### config.mk
export PLATFORM = sky130hd
export DESIGN_NAME = albacore_run_monitor
export DESIGN_NICKNAME = d
export VERILOG_FILES = /design/src/rtl/albacore_run_monitor.sv
export SDC_FILE = /design/constraint.sdc
export NUM_CORES = 1
export LEC_CHECK = 0
export ABC_CLOCK_PERIOD_IN_PS = 3200
export CAP_MARGIN = 20
export CORE_UTILIZATION = 30
export CTS_CLUSTER_DIAMETER = 50
export DETAILED_ROUTE_END_ITERATION = 10
export PLACE_DENSITY = 0.51
export RECOVER_POWER = 50
export SLEW_MARGIN = 20
export SYNTH_ARGS = -nofsm -noshare
export SYNTH_HDL_FRONTEND = slang
export SYNTH_SLANG_ARGS = --single-unit
### constraint.sdc
create_clock -name clk -period 3.2 [get_ports clk]
set_clock_uncertainty 0.2 [all_clocks]
set_input_delay 0.48 -clock clk [delete_from_list [all_inputs] [get_ports clk]]
set_output_delay 0.48 -clock clk [all_outputs]
set_load 0.02 [all_outputs]
### src/rtl/albacore_run_monitor.sv
// Run-control and profiling monitor: starts a run, counts cycles/fetches/events, halts on QUIT or timeout.
// Latency: all outputs registered, RUN one edge after start, DONE HALT_DELAY edges after QUIT; no backpressure.
module albacore_run_monitor #(
  parameter int                 STATE_W     = 5,
  parameter logic [STATE_W-1:0] IFETCH_CODE = 5'd0,
  parameter logic [STATE_W-1:0] QUIT_CODE   = 5'd18,
  parameter int                 HALT_DELAY  = 1,
  parameter int                 TIMEOUT     = 0,
  parameter int                 CNT_W       = 32,
  parameter int                 N_EVT       = 2
) (
  input  logic                   clk,
  input  logic                   reset,
  input  logic [STATE_W-1:0]     cpu_state,
  input  logic                   start,
  input  logic [N_EVT-1:0]       evt,
  output logic                   running,
  output logic                   done,
  output logic                   timed_out,
  output logic                   halt_req,
  output logic [CNT_W-1:0]       cycle_count,
  output logic [CNT_W-1:0]       instr_count,
  output logic [N_EVT*CNT_W-1:0] evt_count
);

  typedef enum logic [2:0] {S_IDLE, S_RUN, S_DRAIN, S_DONE, S_TIMEOUT} state_t;

  localparam int DRN_W = (HALT_DELAY > 1) ? $clog2(HALT_DELAY) : 1;
  localparam logic [DRN_W-1:0] DRAIN_LOAD = DRN_W'((HALT_DELAY > 0) ? HALT_DELAY - 1 : 0);
  localparam logic [CNT_W-1:0] TO_LAST    = CNT_W'((TIMEOUT > 0) ? TIMEOUT - 1 : 0);

  state_t           state, state_nxt;
  logic [DRN_W-1:0] drain_cnt, drain_nxt;
  logic             clear_cnt;
  logic             first_cycle;
  logic             prev_fetch;
  logic             is_fetch;
  logic             active;
  logic [CNT_W-1:0] cyc_cnt;
  logic [CNT_W-1:0] ins_cnt;
  logic [CNT_W-1:0] evt_cnt [N_EVT];

  function automatic logic [CNT_W-1:0] sat_inc(input logic [CNT_W-1:0] v);
    return (v == '1) ? v : v + 1'b1;
  endfunction

  assign is_fetch = (cpu_state == IFETCH_CODE);
  assign active   = (state == S_RUN) || (state == S_DRAIN);

  always_comb begin
    state_nxt = state;
    drain_nxt = drain_cnt;
    clear_cnt = 1'b0;
    case (state)
      S_IDLE, S_DONE, S_TIMEOUT: begin
        if (start) begin
          state_nxt = S_RUN;
          clear_cnt = 1'b1;
        end
      end
      S_RUN: begin
        // QUIT wins over a timeout landing on the same edge
        if (cpu_state == QUIT_CODE) begin
          if (HALT_DELAY == 0) begin
            state_nxt = S_DONE;
          end else begin
            state_nxt = S_DRAIN;
            drain_nxt = DRAIN_LOAD;
          end
        end else if ((TIMEOUT != 0) && (cyc_cnt == TO_LAST)) begin
          state_nxt = S_TIMEOUT;
        end
      end
      S_DRAIN: begin
        if (drain_cnt == '0) state_nxt = S_DONE;
        else                 drain_nxt = drain_cnt - 1'b1;
      end
      default: state_nxt = S_IDLE;
    endcase
  end

  always_ff @(posedge clk) begin
    if (reset) begin
      state       <= S_IDLE;
      drain_cnt   <= '0;
      first_cycle <= 1'b0;
      prev_fetch  <= 1'b0;
      cyc_cnt     <= '0;
      ins_cnt     <= '0;
      for (int i = 0; i < N_EVT; i++) evt_cnt[i] <= '0;
    end else begin
      state      <= state_nxt;
      drain_cnt  <= drain_nxt;
      prev_fetch <= is_fetch;
      if (clear_cnt) begin
        first_cycle <= 1'b1;
        cyc_cnt     <= '0;
        ins_cnt     <= '0;
        for (int i = 0; i < N_EVT; i++) evt_cnt[i] <= '0;
      end else if (active) begin
        cyc_cnt <= sat_inc(cyc_cnt);
        for (int i = 0; i < N_EVT; i++) begin
          if (evt[i]) evt_cnt[i] <= sat_inc(evt_cnt[i]);
        end
        // fetches are counted on the rising edge of IFETCH, forced on the first RUN cycle
        if (state == S_RUN) begin
          first_cycle <= 1'b0;
          if (is_fetch && (first_cycle || !prev_fetch)) ins_cnt <= sat_inc(ins_cnt);
        end
      end
    end
  end

  assign running     = active;
  assign done        = (state == S_DONE);
  assign timed_out   = (state == S_TIMEOUT);
  assign halt_req    = (state == S_DONE) || (state == S_TIMEOUT);
  assign cycle_count = cyc_cnt;
  assign instr_count = ins_cnt;

  for (genvar g = 0; g < N_EVT; g++) begin : g_evt_out
    assign evt_count[g*CNT_W +: CNT_W] = evt_cnt[g];
  end

endmodule

* After elaboration in Yosys (flattened, before gate mapping)
Memories as Yosys holds them, arrays and structs flattened.
Index checks and enable logic that the tools add are counted.
** Cells by class
- $add $sub $neg :: 5
- Eq/ne operators :: 12
- Mux-type cells :: 33
- Bitwise operators :: 6
- Reductions and logical operators :: 17
** Operators with widths (number)
- two-way mux 32 bit :: 6
- adder 32 x 1 -> 32 bit (second input constant) :: 4
- equality test 32 bit (second input constant) :: 4
- two-way mux 1 bit :: 22
- two-way mux 3 bit :: 3
- one-hot mux 3 bit (3 select lines) :: 1
- equality test 3 x 2 -> 1 bit (second input constant) :: 2
- AND reduction 2 bit :: 3
- nonzero test 2 bit :: 3
- equality test 5 bit (second input constant) :: 1
- logical NOT 5 bit :: 1
- inequality test 2 bit (second input constant) :: 2
- OR 1 bit :: 4
- AND reduction 4 bit :: 1
- equality test 3 x 1 -> 1 bit (second input constant) :: 1
- equality test 3 bit (second input constant) :: 1
- logical NOT 3 bit :: 1
- logical OR 1 bit :: 3
- AND reduction 3 bit :: 1
- OR reduction 3 bit :: 1
- inequality test 2 x 1 -> 1 bit (second input constant) :: 1
- NOT 1 bit :: 2
- one-hot mux 1 bit (2 select lines) :: 1
- OR reduction 2 bit :: 1
- other kinds (3) :: 3
** Word-level totals
- Register bits after elaboration :: 70
- RAM bits :: 64
- Bits of input ports :: 10
- Word-level logic and storage cells :: 80
- Memories :: 1
** Memories
- evt_cnt :: words 2, bits a word 32, read ports 2, clocked after memory_dff 0, wr ports 2, RTL line 41 : logic [CNT_W-1:0] evt_cnt [N_EVT];

* Longest topological paths before layout
Gate-level depths: netlist (run 1).
- Depth in word-level cells :: 8
- Depth in mapped cells :: 9
- Mapped depth without buffers :: 7

* Worst setup path after synthesis (run 1)
OpenSTA, ideal clock, no wires.
- Path type :: register -> register
- Start :: memory evt_cnt[1][10] (netlist: evt_cnt[0][42])
- End :: memory evt_cnt[1][0] (netlist: evt_cnt[0][32]), enable pin
- Library setup time :: 0.479 ns
- Arrival :: 2.100 ns
- Data required time :: 2.521 ns
- Path slack :: 0.421 ns
- Cell stages (with the launch flop) :: 6
- Buffers on the path :: 0
- Period minus slack after synthesis :: 2.779 ns
- Cell sequence :: edfxtp_1 -> nand4_1 -> nor4_1 -> nand3_1 -> o211ai_1 -> nand2_1
** RTL lines (RTL line)
- start: declaration :: 41

* Final worst setup path (run 1)
- Start :: register state[1]
- End :: output port running
** Between the ends
- Word-level cells in the longest chain between the ends :: 2
- Elaborated cells on any way between the ends :: 3
- Classes of those cells :: 2 x eq/ne; 1 x reduce/logical
** RTL lines
- start: declaration :: RTL line 32 : state_t state, state_nxt;
- start signal: assignment :: RTL line 92 : state <= state_nxt;
- equality test 3 x 1 -> 1 bit or equality test 3 x 2 -> 1 bit (tied branches) :: RTL line 48 : assign active = (state == S_RUN) || (state == S_DRAIN);
- logical OR 1 bit * :: RTL line 48
- end: declaration :: RTL line 17 : output logic running,
Every way passes the cells marked *; elsewhere a longest branch is shown, timed or not.

==> results.yml, run 1 <==
synth:
  synth_edf_count: 64
  netlist_area_um2: 6992
  synth_fp_nets: 775
  synth_largest_area_cell: "edfxtp_1"
  ys_seq_elements: 132
  ys_seq_area_share_pct: 46.96
  synth_compound_area_share_pct: 10.49
  synth_top_family_by_area: "simple AND/OR/NAND/NOR gates"
  async_reset_ff_share_pct: 0
  ys.flop_type: "dfxtp_1"
  synth_adder_area_share_pct: 1.074
  ys_top_cells_by_area: "edfxtp_1, dfxtp_1, nor2_1"
  yosys.area_share.simple_pct: 28.35
  synthMuxAreaShare_pct: 0.8590
  syn_inst: 759
  synth.distinct_cells: 51
  yosys_warnings: 0
  syn_area_per_cell_um2: 9.212
  synth_xor_area_share_pct: 9.145
  post-synth-top-area-fraction_pct: 27.49
hold_path:
  min_path_cells: 2
  worstHoldStart: "instr_count[25]"
  min_path_type: "reg2reg"
  holdPathEnd: "instr_count[25]"
critical_path:
  path_buf_inv: 4
  cp_max_fo: 12
  slowest_delay_ns: 0.65
  critPathKind: "reg2out"
  rr_worst_depth: 7
  cp_data_required_time_ns: 2.52
  critPathSlowestCell: "clkdlybuf4s50_1"
  r2r-end: "evt_cnt[0][40]"
  worstSetupEndpointType: "output port"
  path_common_cell: "inv_1"
  cp_top_family: "buffers and inverters"
  r2r-start: "state[1]"
  r2r_slack_ns: 0.44
  worstSetupStartpointType: "register"
  critical_path_arrival_ns: 2.22
  cp_cell_sequence: "inv_1, ha_1, buf_4, inv_1, clkdlybuf4s50_1"
clock_network:
  cts_made_buffers: 17
  clk_latency_ns: 0.42
  cts.root.buffer_cell: "clkbuf_16"
  cts.reportedPaths.clkPinSlew_ns: 0.06
  cts.sinks: 132
  cts_setup_buffers: 0
  cts_max_path_buffers: 2
  h-tree-depth: 4
  postCtsHoldBufs: 0
  cts_tree: "done"
  post_cts_resized: 0
final_layout:
  multi_input_area_um2: 3495
  num-fill-cells: 2271
  syn2layout_area_growth_pct: 33.73
  fin_util_pct: 41.05
  antennaDiodeCount: 0
  design_area_um2: 9350
  final_nets: 914
  layout.area.seq_um2: 3283
  drive_gt1_share_pct: 6.367
  stdcell_count: 1224
grt:
  overflow: 0
  grtUsageTotal_pct: 15.97
  grt_max_degree: 55
  antenna_found_initial: 0
  grt_pass1_vias: 5743
  grt_pass1_wl_um: 30500
floorplanning:
  core_um2: 22780
  fp.dieW_um: 154.7
  rows: 55
  start_util_pct: 30.69
  io_pins: 142
  fp.dieH_um: 154.7
  die_area_um2: 23920
sta:
  min_period_ns: 2.903
  drv_slew: 0
  max_slew_margin_pct: 3.633
  tightestPinTransition_ns: 1.436
  hold_violations: 0
  post-route-period-util_pct: 90.72
  rsz0062_at_grt: "false"
  setup_viol: 0
  fin_tns_setup_ns: 0
  maxClockFrequency_ghz: 0.3444
placement:
  placed_area_um2: 8767
  dp.cells: 1192
  hpwlAfterDp_um: 12750
  portBuffers: 140
  gp_congestion: 0.7847
power:
  p_leak_nw: 3.369
  power_mw: 6.534
  vdd_drop_max_v: 0.0003428
  cellPowerDensity_nw_per_um2: 698.8
drt:
  firstDrtPassIters: 4
  vias: 6125
  drc: 0
  via_per_inst: 5.004
  drt-total-wl_um: 18650
  drtAntennaViolNets: 0
  drt_iter0_drc: 295
  wl_per_cell_um: 15.24
status:
  outcome: "finished clean"
run:
  max-cap-violations: 0
stage by stage:
stage	setup slack [ns]	hold WS [ns]
2_1_floorplan	0.4211	0.2649
3_3_place_gp	0.3274	0.2875
3_5_place_dp	0.2794	0.2891
4_1_cts	0.2581	0.2992
5_1_grt	0.2041	0.3358
6_report	0.2968	0.2920
cell usage after synthesis (21+ instances only):
cell	count
nor2_1	101
dfxtp_1	68
edfxtp_1	64
nand2_1	64
nand3_1	53
a21oi_1	37
xor2_1	37
nand4_1	36
xnor2_1	36
clkbuf_1	24
o21ai_0	23
and3_1	21
or3_1	21
layout by cell type (no fill, tap or decap), types with 4 or more instances in the layout:
cell type and count:
dlygate4sd3_1 116, nor2_1 101, dfxtp_1 68, nand2_1 64, edfxtp_1 64, nand3_1 53
a21oi_1 37, xor2_1 37, nand4_1 36, xnor2_1 36, clkdlybuf4s50_1 24, o21ai_0 23
and3_1 21, or3_1 21, and4_1 17, clkbuf_16 17, nor3_1 16, inv_1 12
a31oi_1 12, nor4_1 12, or4_1 11, o31ai_1 11, buf_4 11, nand2b_1 9
a41o_1 7, mux2i_1 6, ha_1 6, and2_1 5, o211ai_1 4, clkinv_4 4
registers in the layout, summed over array words and instances, names as in the netlist:
| name | count |
|---|---|
| evt_cnt | 64 |
| state | 2 |
| cycle_count | 32 |
| instr_count | 32 |
| prev_fetch | 1 |
| first_cycle | 1 |
worst max-delay path by stage:
stage                                 end  cells after the start      startpoint
after floorplan            evt_cnt[0][32]                      5  evt_cnt[0][42]
after global routing              running                      5        state[1]
after global placement    instr_count[19]                      6    cpu_state[0]
after CTS                         running                      5        state[1]
final                             running                      5        state[1]
after detailed placement  instr_count[19]                      6    cpu_state[0]
layer usage:
metal | GRT usage, % | vias to the layer above | wire length, um
met5 | 0 | - | 0
met4 | 4.149 | 0 | 158
met3 | 4.063 | 11 | 977
met2 | 25.34 | 142 | 8515
met1 | 21.55 | 2881 | 9001
li1 | - | 3091 | -
report_power, final:
group	internal, mW	switching (mW)	leakage, nW
sequential	2.20	0.416	1.25
clock	1.24	0.798	0.284
combinational	0.745	1.14	1.83
total	4.18	2.35	3.37
cell families (layout without fill, tap and decap cells):
| kind of cell | count (synthesis) | in the layout |
|---|---|---|
| AO/OA/AOI/OAI | 114 | 114 |
| XOR/XNOR | 73 | 73 |
| adder cells (fa/ha/maj) | 6 | 6 |
| buffers and inverters | 46 | 198 |
| flip-flops | 132 | 132 |
| multiplexers | 6 | 6 |
| other | 1 | 1 |
| AND/OR/NAND/NOR | 381 | 381 |
worst reg2reg max path: cells and delay by family, from the launching register on:
family / cells / cell delay [ns]
buffers and inverters: 3 / 0.69
flip-flops: 1 / 0.36
AND/OR/NAND/NOR: 2 / 0.17
AO/OA/AOI/OAI: 1 / 0.76
adder cells (fa/ha/maj): 1 / 0.33
cell type report:
cell class / instances / area share (%)
Sequential cell: 132 / 35.11
Inverter: 12 / 0.4817
Timing Repair Buffer: 154 / 16.34
Tap cell: 313 / 4.188
Clock inverter: 14 / 1.914
Multi-Input combinational cell: 581 / 37.37
Clock buffer: 18 / 4.590
No activity file was read; power rests on OpenSTA's default activity.
==> inputs of run 2 (changes only) <==
ABC_CLOCK_PERIOD_IN_PS = 3730   (was 3200)
CORE_MARGIN = 4   (was not set)
CTS_CLUSTER_SIZE = 14   (was not set)
clock period = 3.73 ns   (was 3.2 ns; I/O delays follow)
==> results.yml, run 2 (synthesis results as in run 1) <==
floorplanning:
  io_pins: 142
  rows: 55
  fp.dieW_um: 160.7
  die_area_um2: 25810
  start_util_pct: 30.69
  fp.dieH_um: 160.7
  core_um2: 22780
placement:
  portBuffers: 140
  placed_area_um2: 8732
  hpwlAfterDp_um: 13360
  post-place-ws_ns: 0.6815
  gp_congestion: 0.7466
sta:
  timing.hold.ws_ns: 0.2920
  setup_viol: 0
  maxClockFrequency_ghz: 0.3500
  max_slew_margin_pct: 39.45
  post-route-period-util_pct: 76.61
  min_period_ns: 2.857
  rsz0062_at_grt: "false"
  tightestPinTransition_ns: 0.9083
  hold_violations: 0
  layout_setup_ws_ns: 0.8725
  drv_slew: 0
  fin_tns_setup_ns: 0
grt:
  antenna_found_initial: 0
  grtUsageTotal_pct: 14.65
  grt_max_degree: 41
  overflow: 0
  grt_pass1_vias: 5869
  grt_pass1_wl_um: 31130
final_layout:
  fin_util_pct: 40.91
  layout_commonest_cell: "nor2_1"
  antennaDiodeCount: 0
  drive_gt1_share_pct: 6.057
  largest_register_ffs: 64
  final_nets: 911
  syn2layout_area_growth_pct: 33.29
  layout_common_cells: "nor2_1, dlygate4sd3_1, dfxtp_1"
  design_area_um2: 9319
  top_register: "evt_cnt"
critical_path:
  r2r-start: "state[1]"
  r2r_slack_ns: 0.87
  critPathKind: "reg2reg"
  cp-startpoint: "state[1]"
  worstSetupStartpointType: "register"
  worstSetupEndpointType: "register"
  critPathSlowestCell: "clkbuf_2"
  path_common_cell: "buf_4"
  cp_cell_sequence: "inv_1, ha_1, buf_4, a21o_2, clkbuf_2, buf_4, nor2_1, a41o_1"
  cp_data_required_time_ns: 3.84
  rr_worst_depth: 8
  r2r-end: "instr_count[13]"
  slowest_delay_ns: 0.70
  crit_end: "instr_count[13]"
  cp_max_fo: 40
  critical_path_arrival_ns: 2.97
clock_network:
  cts.sinks: 132
  cts_setup_buffers: 0
  clk_latency_ns: 0.42
  postCtsHoldBufs: 0
  cts_max_path_buffers: 2
  h-tree-depth: 4
  cts_tree: "done"
  cts_made_buffers: 17
  post_cts_resized: 0
  cts.reportedPaths.clkPinSlew_ns: 0.06
  cts.root.buffer_cell: "clkbuf_16"
drt:
  firstDrtPassIters: 6
  drc: 0
  drt_iter0_drc: 338
  drtAntennaViolNets: 0
  via_per_inst: 5.065
  wl_per_cell_um: 15.69
  drt-total-wl_um: 19160
  vias: 6184
power:
  vdd_drop_max_v: 0.0002232
  cellPowerDensity_nw_per_um2: 604.8
  p_leak_nw: 3.285
hold_path:
  min_path_type: "reg2reg"
status:
  outcome: "finished clean"
run:
  max-cap-violations: 0
[run 2: cell types whose count changed in the layout (fill, tap and decap cells not counted), sizes merged]
cell | previous run | this run
clkbuf | 19 | 21
clkdlybuf4s50 | 24 | 43
buf | 13 | 7
clkinvlp | 4 | 5
dlygate4sd3 | 116 | 97
[run 2: worst min-delay path by stage]
stage,slack (ns),endpoint,cells past startpoint,start
floorplan,0.26,state[0],2,state[0]
global placement,0.29,instr_count[25],2,instr_count[25]
detailed placement,0.29,instr_count[25],2,instr_count[25]
CTS,0.30,instr_count[25],2,instr_count[25]
global route,0.31,cycle_count[14],2,cycle_count[14]
finish,0.29,instr_count[25],2,instr_count[25]
[run 2: layout make-up]
class	count	area, um2
fill	2272	13460
tap	313	391.6
sequential	132	3283
timing repair buffer	151	1483
clock buffer	17	425.4
multi-input combinational	581	3510
inverter	12	45.04
clock inverter	15	181.4
[run 2: report_power, final]
group          total, mW  leakage, nW  internal (mW)  switching (mW)
Sequential          2.24         1.25           1.89           0.356
Clock               1.75        0.280           1.06           0.691
Combinational       1.65         1.75          0.652           0.994
[run 2: critical path: cells and delay by family (launching register included)]
kind	cells	cell delay [ns]
adder cells (fa/ha/maj)	1	0.38
AO/OA/AOI/OAI	2	0.40
flip-flops	1	0.35
AND/OR/NAND/NOR	1	0.06
buffers and inverters	4	1.36
[run 2: per-stage QoR]
stage / power, mW / std cells
2_1_floorplan: 3.160 / 759
3_3_place_gp: 4.017 / 1189
3_5_place_dp: 4.024 / 1189
4_1_cts: 5.804 / 1221
5_1_grt: 5.939 / 1221
6_report: 5.636 / 1221
[run 2: layer usage]
metal  routed length (um)  track usage [%]
met2                 8683            23.25
met4                  142            3.168
met3                  890            3.952
met5                    0                0
met1                 9446            20.09
==> inputs of run 3 (changes only) <==
ABC_CLOCK_PERIOD_IN_PS = 2890   (was 3730)
clock period = 2.89 ns   (was 3.73 ns; I/O delays follow)
==> results.yml, run 3 (synthesis results as in run 1) <==
status:
  outcome: "finished clean"
floorplanning:
  core_um2: 22780
  rows: 55
  io_pins: 142
  start_util_pct: 30.69
  fp.dieW_um: 160.7
  fp.dieH_um: 160.7
  die_area_um2: 25810
final_layout:
  layout_common_cells: "dlygate4sd3_1, nor2_1, dfxtp_1"
  layout_commonest_cell: "dlygate4sd3_1"
  top_register: "evt_cnt"
  largest_register_ffs: 64
  final_nets: 927
  num-fill-cells: 2324
  antennaDiodeCount: 0
  fin_util_pct: 41.29
  drive_gt1_share_pct: 7.792
  syn2layout_area_growth_pct: 34.52
critical_path:
  worstSetupStartpointType: "register"
  cp_data_required_time_ns: 2.26
  worstSetupEndpointType: "output port"
  rr_worst_depth: 5
  critical_path_arrival_ns: 1.95
  cp_max_fo: 14
  critPathKind: "reg2out"
placement:
  hpwlAfterDp_um: 13440
  gp_congestion: 0.7633
  portBuffers: 140
clock_network:
  cts_setup_buffers: 0
  cts.root.buffer_cell: "clkbuf_16"
  cts.reportedPaths.clkPinSlew_ns: 0.06
  clk_latency_ns: 0.42
  cts.sinks: 132
  postCtsHoldBufs: 0
  cts_tree: "done"
  h-tree-depth: 4
  cts_max_path_buffers: 2
  post_cts_resized: 1
  cts_made_buffers: 17
drt:
  via_per_inst: 5.043
  vias: 6238
  drc: 0
  firstDrtPassIters: 4
  drt_iter0_drc: 424
  drtAntennaViolNets: 0
  wl_per_cell_um: 15.51
  drt-total-wl_um: 19180
grt:
  antenna_found_initial: 0
  grt_pass1_wl_um: 31730
  grt_pass1_vias: 6075
  grt_max_degree: 55
  grtUsageTotal_pct: 14.84
  overflow: 0
sta:
  maxClockFrequency_ghz: 0.3873
  min_period_ns: 2.582
  rsz0062_at_grt: "false"
  hold_violations: 0
  fin_tns_setup_ns: 0
  max_slew_margin_pct: 42.52
  post-route-period-util_pct: 89.34
  tightestPinTransition_ns: 0.8622
  drv_slew: 0
  setup_viol: 0
power:
  vdd_drop_max_v: 0.0003356
  p_leak_nw: 3.375
  cellPowerDensity_nw_per_um2: 755.6
hold_path:
  min_path_cells: 2
  min_path_type: "reg2reg"
run:
  max-cap-violations: 0
[run 3: layout make-up]
cell class	instances	area [um2]	area share (%)
Multi-Input combinational cell	581	3510	37.32
Tap cell	313	391.6	4.164
Timing Repair Buffer	167	1619	17.21
Clock buffer	18	429.2	4.563
Sequential cell	132	3283	34.91
Inverter	12	45.04	0.4789
Clock inverter	14	127.6	1.357
[run 3: metrics by stage]
| step | setup WS (ns) | total power [mW] | cell area [um2] | instances | hold slack (ns) |
|---|---|---|---|---|---|
| 2_1_floorplan | 0.1111 | 4.079 | 6992 | 759 | 0.2649 |
| 5_1_grt | 0.1588 | 7.519 | 9405 | 1237 | 0.3159 |
| 3_5_place_dp | 0.2072 | 5.238 | 8865 | 1205 | 0.2909 |
| 4_1_cts | 0.2262 | 7.339 | 9420 | 1237 | 0.3008 |
| 3_3_place_gp | 0.2254 | 5.231 | 8865 | 1205 | 0.2897 |
| 6_report | 0.3081 | 7.106 | 9405 | 1237 | 0.2939 |
[run 3: critical path, cell delays in order, from the launching register on]
cell           delay [ns]
dfxtp_1              0.35
inv_1                0.05
ha_1                 0.28
buf_4                0.20
inv_1                0.23
dlygate4sd2_1        0.40
[run 3: path summary, 6_finish.rpt]
| check | start | endpoint | slack, ns |
|---|---|---|---|
| max reg2reg | evt_cnt[0][12] | evt_cnt[0][27] | 0.39 |
| min | cycle_count[14] | cycle_count[14] | 0.29 |
| min reg2reg | cycle_count[14] | cycle_count[14] | 0.29 |
| max | state[1] | running | 0.31 |
[run 3: routing by layer]
metal	track usage [%]	vias up	routed length (um)
met5	0	-	0
met4	3.520	0	159
met3	3.593	15	914
met2	23.58	142	8644
met1	20.48	2976	9464
li1	-	3105	-
[run 3: where the power goes]
group	internal, mW	switching, mW
clock network	1.19	0.885
logic	0.856	1.33
registers	2.43	0.411
